[src/rtl/pdp8_pkg.sv]
// Shared PDP-8 core definitions: bus widths, reset vector and the IFU state encoding.
package pdp8_pkg;

  localparam int ADDR_WIDTH = 12;
  localparam int DATA_WIDTH = 12;

  localparam logic [ADDR_WIDTH-1:0] START_PC_DEFAULT = 12'o0200;

  typedef enum logic [1:0] {
    IDLE,
    REQ,
    WAIT,
    HOLD
  } ifu_state_t;

endpackage

[src/rtl/ifu_pc_next.sv]
// Combinational next-PC selector: jump beats skip beats sequential increment, modulo 2^12.
module ifu_pc_next
  import pdp8_pkg::*;
(
  input  logic [ADDR_WIDTH-1:0] pc,
  input  logic                  load,
  input  logic [ADDR_WIDTH-1:0] new_pc,
  input  logic                  skip,
  output logic [ADDR_WIDTH-1:0] next_pc
);

  logic [ADDR_WIDTH-1:0] w_pc_inc1;
  logic [ADDR_WIDTH-1:0] w_pc_inc2;

  assign w_pc_inc1 = pc + ADDR_WIDTH'(1);
  assign w_pc_inc2 = pc + ADDR_WIDTH'(2);

  always_comb begin
    next_pc = w_pc_inc1;
    if (load) begin
      next_pc = new_pc;
    end else if (skip) begin
      next_pc = w_pc_inc2;
    end
  end

endmodule

[src/rtl/ifu_fetch.sv]
// Instruction fetch initiator: owns the PC, issues single-word reads and holds each
// fetched word for the execute stage until acknowledged.
module ifu_fetch
  import pdp8_pkg::*;
#(
  parameter logic [ADDR_WIDTH-1:0] START_PC  = START_PC_DEFAULT,
  parameter int unsigned           CNT_WIDTH = 16
) (
  input  logic                  clk,
  input  logic                  reset_n,
  input  logic                  run,
  output logic                  ifu_rd_req,
  output logic [ADDR_WIDTH-1:0] ifu_rd_addr,
  input  logic [DATA_WIDTH-1:0] ifu_rd_data,
  output logic                  instr_valid,
  output logic [DATA_WIDTH-1:0] instr_data,
  output logic [ADDR_WIDTH-1:0] instr_pc,
  input  logic                  exec_ack,
  input  logic                  exec_load_pc,
  input  logic [ADDR_WIDTH-1:0] exec_new_pc,
  input  logic                  exec_skip,
  output logic [CNT_WIDTH-1:0]  fetch_count
);

  ifu_state_t            r_state;
  logic [ADDR_WIDTH-1:0] r_pc;
  logic                  r_instr_valid;
  logic [DATA_WIDTH-1:0] r_instr_data;
  logic [ADDR_WIDTH-1:0] r_instr_pc;
  logic [CNT_WIDTH-1:0]  r_fetch_count;
  logic [ADDR_WIDTH-1:0] w_pc_next;

  ifu_pc_next u_pc_next (
    .pc      (r_pc),
    .load    (exec_load_pc),
    .new_pc  (exec_new_pc),
    .skip    (exec_skip),
    .next_pc (w_pc_next)
  );

  always_ff @(posedge clk or negedge reset_n) begin
    if (!reset_n) begin
      r_state       <= IDLE;
      r_pc          <= START_PC;
      r_instr_valid <= 1'b0;
      r_instr_data  <= '0;
      r_instr_pc    <= '0;
      r_fetch_count <= '0;
    end else begin
      case (r_state)
        IDLE: begin
          if (run) begin
            r_state <= REQ;
          end
        end
        REQ: begin
          r_state <= WAIT;
        end
        WAIT: begin
          r_instr_data  <= ifu_rd_data;
          r_instr_pc    <= r_pc;
          r_instr_valid <= 1'b1;
          if (r_fetch_count != '1) begin
            r_fetch_count <= r_fetch_count + CNT_WIDTH'(1);
          end
          r_state <= HOLD;
        end
        HOLD: begin
          // run is only consulted here so a fetch already in flight always completes
          if (exec_ack) begin
            r_instr_valid <= 1'b0;
            r_pc          <= w_pc_next;
            r_state       <= run ? REQ : IDLE;
          end
        end
        default: begin
          r_state <= IDLE;
        end
      endcase
    end
  end

  assign ifu_rd_req  = (r_state == REQ);
  assign ifu_rd_addr = r_pc;
  assign instr_valid = r_instr_valid;
  assign instr_data  = r_instr_data;
  assign instr_pc    = r_instr_pc;
  assign fetch_count = r_fetch_count;

endmodule

[config.mk]
export PLATFORM = sky130hd
export DESIGN_NAME = ifu_fetch
export DESIGN_NICKNAME = d
export VERILOG_FILES = /design/src/rtl/pdp8_pkg.sv /design/src/rtl/ifu_pc_next.sv /design/src/rtl/ifu_fetch.sv
export SDC_FILE = /design/constraint.sdc
export NUM_CORES = 1
export LEC_CHECK = 0
export ABC_AREA = 1
export CAP_MARGIN = 20
export CORE_ASPECT_RATIO = 1.75
export CORE_MARGIN = 3
export CORE_UTILIZATION = 35
export CTS_CLUSTER_SIZE = 25
export DETAILED_ROUTE_END_ITERATION = 10
export DONT_BUFFER_PORTS = 1
export SYNTH_ARGS = -nofsm -noshare
export SYNTH_HDL_FRONTEND = slang
export SYNTH_HIERARCHICAL = 1
export SYNTH_SLANG_ARGS = --single-unit
export TNS_END_PERCENT = 20
[constraint.sdc]
create_clock -name clk -period 4.4 [get_ports clk]
set_input_delay 0.88 -clock clk [delete_from_list [all_inputs] [get_ports clk]]
set_output_delay 0.88 -clock clk [all_outputs]
set_load 0.02 [all_outputs]
==> results.txt, run 1 <==
----------------------------------------------------
[Setup path]
  Worst r2r path cells ... 8
  Largest stage delay on the critical path ... 420 ps
  R2R Path End ... fetch_count[10]
  Slowest stage cell, crit path ... dfrtp_1
  Critical Path Sink Type ... primary output
  Register-to-register path setup slack ... 2510 ps
  Type of element launching the critical path ... flop
  Cells along the critical path ... inv_1 -> ha_1
  CP arrival ... 1130 ps
  Number of buffers and inverters on the critical path ... 1
  Launching point of the worst reg2reg path ... r_state[0]
  Worst-path maximum fanout ... 4
  Data required time at the worst endpoint ... 3520 ps
  Family with the most delay on the worst path ... flip-flops
  Crit path kind ... flop to primary output

[Floorplanning]
  Initial core utilization ... 0.361
  Std cell rows ... 45
  Die Span Y ... 131 um
  Die outline width ... 77.5 um
  Area inside the core boundary ... 8670 sq um
  Die Area ... 10200 sq um
  Boundary pin count ... 84

[Global route]
  Total Routing Usage GR ... 0.155
  Number of global-route vias before repair ... 2600
  First-pass GRT wire length ... 12500 um
  Largest net degree at the start of global routing ... 56
  Antenna violations before repair ... 0
  GRT overflow ... 0

[Placed design]
  Count of input and output buffers ... 0
  HPWL after DPL ... 5860 um
  Gpl congestion ... 0.806

[CTS]
  Total clock buffers created by CTS ... 5
  CTS clk-pin slew, worst paths ... 70 ps
  Later-pin clock latency in the skew report ... 290 ps
  TritonCTS clock tree ... done
  Number of clock sinks seen by CTS ... 55
  Total of hold buffers inserted after clock tree synthesis ... 0
  Number of gates resized after CTS ... 0
  H-Tree Depth ... 2
  Max Root-Sink Buffers ... 2
  Number of post-CTS setup repair buffers ... 0
  Clock Root Buffer ... clkbuf_16

[Synthesis]
  Top area cells in the synthesized netlist ... dfrtp_1 43%, nand2_1 23%, inv_1 3.7%
  Number of unique standard cell types used by synthesis ... 35
  Portion of synthesized cell area occupied by the leading cell type ... 0.431
  Post-synthesis instance area ... 3130 sq um
  Share of synthesized area occupied by flip-flops and latches ... 0.440
  Syn_nets ... 447
  Gate count after technology mapping ... 410
  Syn Area/Cell ... 7.64 sq um
  Synth warn ... 6
  Largest area contributor in the synthesized netlist ... dfrtp_1
  Number of storage elements in the synthesis netlist ... 55

[Cells and area]
  Area used by multi-input combinational logic ... 1560 sq um
  Final antenna diode count ... 0
  Fill cell total of the finished layout ... 936
  Net count, final ... 445
  Sequential Area ... 1380 sq um
  End-of-flow core utilization ... 0.391
  Top library cells by usage in the layout, fill and taps aside ... 192 x nand2_1, 54 x dfrtp_1, 31 x inv_1
  Ratio of cells with drive above 1 in the final layout ... 0.112
  Leading cell type in the layout, fill and taps excluded ... nand2_1
  Post-synthesis to final-layout area growth ... 8.15%

[Pwr]
  Post-layout total power ... 2.17 mW
  NetSw ... 1.03 mW
  Share of total power in the clock network ... 0.189
  Power Internal ... 1.15 mW
  Part of the total power dissipated in combinational logic ... 0.292
  Areal power density over the cells ... 641 nW/um^2
  Leak Pwr ... 1.74 nW
  Peak supply drop ... 0.270 mV
  Switch share ... 0.473
  Register share of total power ... 0.519

[Job]
  Maximum Capacitance Violations ... 0

[Timing]
  Fin Setup TNS ... 0 ps
  Highest attainable clock frequency ... 496 MHz
  Min Clock Period, post-route ... 2010 ps
  Final hold viol count ... 0
  Setup clock skew after layout ... 5.23 ps
  Number of slew-limit violations in the final report ... 0
  RSZ-0062 raised after global routing ... false
  Max-slew headroom ... 0.659
  Final cycle utilization of the critical path ... 0.458
  Transition time at the pin with the least slew margin ... 510 ps
  Final count of negative-setup-slack endpoints ... 0

[Detailed routing]
  Final WL ... 7610 um
  DRC violations left ... 0
  Average via count per standard cell ... 4.85
  Avg WL per Cell ... 14.5 um
  Detailed Route Iter0 Violations ... 79
  Total vias in the final route ... 2553
  Antenna Violating Nets Remaining ... 0
  Pre-Repair DR Iteration Count ... 4

[Run status]
  Status ... completed

[Hold path]
  Hold crit path type ... input port to async pin

----------------------------------------------------
power by group through the flow:
stage	Combinational, mW	Sequential, mW	Clock (mW)
floorplan	0.547	1.06	0
global placement	0.627	1.15	0
detailed placement	0.647	1.15	0
CTS	0.649	1.14	0.428
global route	0.747	1.16	0.443
finish	0.633	1.13	0.410
metal layers:
| metal | up-vias | wire, um | global-route usage |
|---|---|---|---|
| met2 | 89 | 4170 | 0.297 |
| met3 | 16 | 554 | 0.0460 |
| met1 | 1177 | 2650 | 0.146 |
| li1 | 1271 | - | - |
| met5 | - | 0 | 0 |
| met4 | 0 | 231 | 0.0673 |
worst max path at each step:
stage | startpoint | to | slack [ps] | depth (start not counted)
after floorplan | exec_skip | ifu_rd_addr[8] | 2750 | 9
after CTS | r_state[1] | ifu_rd_req | 2360 | 2
after global routing | r_state[0] | fetch_count[10] | 2260 | 8
final | r_state[1] | ifu_rd_req | 2390 | 2
after global placement | r_state[0] | fetch_count[10] | 2530 | 8
after detailed placement | r_state[0] | fetch_count[10] | 2470 | 8
synthesized netlist by cell type (all sizes together):
library cell,count
inv,35
dfstp,1
nand3b,1
a31oi,2
dfrtp,54
o21ai,10
xnor2,3
xor2,2
clkinv,1
nand2,203
o21bai,3
nand3,17
nor2,35
clkbuf,4
nand4,11
o22ai,2
a21oi,11
nor3,2
ha,7
buf,6
layout make-up:
class	count	area share
Multi-Input combinational cell	309	0.460
Sequential cell	55	0.407
Tap cell	117	0.0432
Timing Repair Buffer	1	0.00222
Clock buffer	6	0.0410
Clock inverter	2	0.00480
Inverter	36	0.0421
per-stage QoR:
stage	setup slack, ps	instances	area (sq um)	hold WS (ps)
after global placement	2530	518	3230	567
after CTS	2360	526	3390	263
after detailed placement	2470	518	3230	573
after global routing	2260	526	3390	259
final	2390	526	3390	276
after floorplan	2750	410	3130	525
cells by family (layout without fill, tap and decap cells):
kind of cell / Yosys count / count (layout) / synth area share
compound gates: 28 / 28 / 0.0535
simple gates: 269 / 269 / 0.402
fa+ha+maj: 7 / 7 / 0.0280
flops: 55 / 55 / 0.440
buf+inv: 46 / 45 / 0.0627
xor+xnor: 5 / 5 / 0.0140
registers in the layout (all words and copies together) (netlist names):
name	cells
fetch_count	16
ifu_rd_addr	12
instr_data	12
instr_pc	12
r_state	2
instr_valid	1
worst reg2reg max path: cells and delay by family, from the launching register on:
family	cells	cell delay [ps]
fa+ha+maj	1	150
buf+inv	3	760
simple gates	3	350
compound gates	1	120
flops	1	400
No activity file was read; power rests on OpenSTA's default activity.
==> run 2, diff against run 1 <==
==> constraint.sdc (replaced) <==
create_clock -name clk -period 1.8 [get_ports clk]
set_input_delay 0.36 -clock clk [delete_from_list [all_inputs] [get_ports clk]]
set_output_delay 0.36 -clock clk [all_outputs]
set_load 0.02 [all_outputs]
==> results.txt, run 2 (synthesized netlist as in run 1, its figures left out) <==
----------------------------------------------------
[Cells and area]
  Fill cell total of the finished layout ... 918 (-1.9%)
  Flip-flop count of the largest register, all copies and words added ... 16 (unchanged)
  End-of-flow core utilization ... 0.416 (+0.0253)
  Net count, final ... 470 (+5.6%)
  Leading cell type in the layout, fill and taps excluded ... nand2_1
  Sequential Area ... 1380 sq um (unchanged)
  Top library cells by usage in the layout, fill and taps aside ... 192 x nand2_1, 54 x dfrtp_1, 31 x inv_1
  Final antenna diode count ... 0 (unchanged)
  Area used by multi-input combinational logic ... 1570 sq um (+0.80%)
  Fin area ... 3610 sq um (+6.5%)
  Post-synthesis to final-layout area growth ... 15.1%
  Ratio of cells with drive above 1 in the final layout ... 0.161 (+0.0488)

[Detailed routing]
  DRC violations left ... 0 (unchanged)
  Antenna Violating Nets Remaining ... 0 (unchanged)
  Final WL ... 7970 um (+4.7%)
  Average via count per standard cell ... 4.90 (+0.96%)
  Detailed Route Iter0 Violations ... 94 (+19%)
  Total vias in the final route ... 2700 (+5.8%)
  Pre-Repair DR Iteration Count ... 4 (unchanged)
  Avg WL per Cell ... 14.5 um (about the same)

[CTS]
  Max Root-Sink Buffers ... 2 (unchanged)
  TritonCTS clock tree ... done
  Later-pin clock latency in the skew report ... 290 ps (about the same)
  Clock Root Buffer ... clkbuf_16
  H-Tree Depth ... 2 (unchanged)
  CTS clk-pin slew, worst paths ... 70 ps (about the same)
  Number of post-CTS setup repair buffers ... 0 (unchanged)
  Total clock buffers created by CTS ... 5 (unchanged)
  Number of clock sinks seen by CTS ... 55 (unchanged)

[Global route]
  Total Routing Usage GR ... 0.163 (+0.00780)
  First-pass GRT wire length ... 13200 um (+5.9%)
  Number of global-route vias before repair ... 2656 (+2.2%)
  GRT overflow ... 0 (unchanged)
  Largest net degree at the start of global routing ... 56 (unchanged)
  Antenna violations before repair ... 0 (unchanged)

[Placed design]
  Total placed instance area ... 3400 sq um (+5.3%)
  HPWL after DPL ... 6110 um (+4.3%)
  Count of input and output buffers ... 0 (unchanged)
  Gpl congestion ... 0.842 (+4.5%)

[Floorplanning]
  Std cell rows ... 45 (unchanged)
  Initial core utilization ... 0.361 (unchanged)
  Area inside the core boundary ... 8670 sq um (unchanged)
  Boundary pin count ... 84 (unchanged)
  Die Span Y ... 131 um (unchanged)
  Die outline width ... 77.5 um (unchanged)
  Die Area ... 10200 sq um (unchanged)

[Setup path]
  Crit path kind ... flop to flop
  Type of element launching the critical path ... flop
  Largest stage delay on the critical path ... 410 ps (about the same)
  Launching point of the worst reg2reg path ... r_state[0]
  Number of buffers and inverters on the critical path ... 2 (+1)
  First element of the critical path ... r_state[0]
  Data required time at the worst endpoint ... 1990 ps (-1530 ps)
  Slowest stage cell, crit path ... dfrtp_1
  CP arrival ... 1780 ps (+650 ps)
  Cells along the critical path ... inv_1 -> ha_4 -> nand3_1 -> nor2_1 -> nand2_1 -> nor2_1 -> nand3_1 -> nand2_1 -> inv_1
  Critical Path Sink Type ... flop
  Worst-path maximum fanout ... 9 (+5)
  Family with the most delay on the worst path ... simple AND/OR/NAND/NOR gates

[Timing]
  Min Clock Period, post-route ... 1600 ps
  Final count of negative-setup-slack endpoints ... 0 (unchanged)
  Max-slew headroom ... 0.717 (+0.0576)
  RSZ-0062 raised after global routing ... false
  Setup clock skew after layout ... 5.48 ps (+0.251 ps)
  Final hold viol count ... 0 (unchanged)
  Highest attainable clock frequency ... 627 MHz
  Final cycle utilization of the critical path ... 0.886
  Number of slew-limit violations in the final report ... 0 (unchanged)
  Transition time at the pin with the least slew margin ... 424 ps (-86.1 ps)
  Fin Setup TNS ... 0 ps (unchanged)

[Pwr]
  Leak Pwr ... 1.87 nW (+7.9%)
  Peak supply drop ... 0.675 mV (+150%)
  Areal power density over the cells ... 1560 nW/um^2 (+140%)
  Post-layout total power ... 5.64 mW (+160%)

[Hold path]
  HP Start ... ifu_rd_data[10]
  Hold crit path type ... input port to flop

[Run status]
  Status ... completed

[Job]
  Maximum Capacitance Violations ... 0 (unchanged)

----------------------------------------------------
## run 2: changes by cell type in the layout (fill, tap and decap cells not counted), sizes merged
cell         before  now
buf               1   25
clkbuf            6    7
clkinv            2    1
clkinvlp          1    0
dlygate4sd3       0    1
inv              35   36
## run 2: per-layer routing
metal / vias up / track usage / part of all wire
met5: - / 0 / 0
met4: 0 / 0.0673 / 0.026
met3: 14 / 0.0535 / 0.078
met2: 87 / 0.302 / 0.55
met1: 1274 / 0.161 / 0.34
li1: 1325 / - / -
## run 2: path summary, 6_finish.rpt
| path | endpoint | slack [ps] | cells past startpoint |
|---|---|---|---|
| max in group asynchronous | ifu_rd_addr[7] | 920 | 2 |
| worst max register to register | fetch_count[15] | 200 | 9 |
| min in group asynchronous | instr_data[0] | 610 | 2 |
| worst max-delay path | fetch_count[15] | 200 | 9 |
| worst min register to register | instr_pc[4] | 560 | 2 |
| worst min-delay path | instr_data[10] | 180 | 2 |
## run 2: repair_timing
action                                  in CTS  in global routing
endpoints found under the setup margin       0                  3
endpoints found under the hold margin       55                  0
gates resized for setup                      0                  2
hold buffers                                 2                  0
## run 2: cell type report
class | instances | area share
multi-input cells | 309 | 0.435
flip-flops and latches | 55 | 0.382
repair buffers | 26 | 0.0604
well taps | 117 | 0.0406
clock buffers | 7 | 0.0396
inverters | 36 | 0.0396
clock inverters | 1 | 0.00243
## run 2: per-stage QoR
step / setup WS, ps / hold slack (ps) / instances
after floorplan: 257 / 64.4 / 410
after global placement: 212 / 65.6 / 541
after detailed placement: 113 / 65.7 / 541
after CTS: 90.9 / 167 / 551
after global routing: 59.2 / 170 / 551
final: 204 / 179 / 551
## run 2: power by group
part	total [mW]	switching, mW	internal [mW]
combinational	2.15	1.38	0.775
sequential	2.48	0.789	1.69
clock	1.01	0.451	0.561
total	5.64	2.62	3.02
## run 2: worst register-to-register path: cells and delay by family (launching register included)
family | cells | cell delay, ps
simple gates | 6 | 650
flops | 1 | 410
fa+ha+maj | 1 | 220
buf+inv | 2 | 210
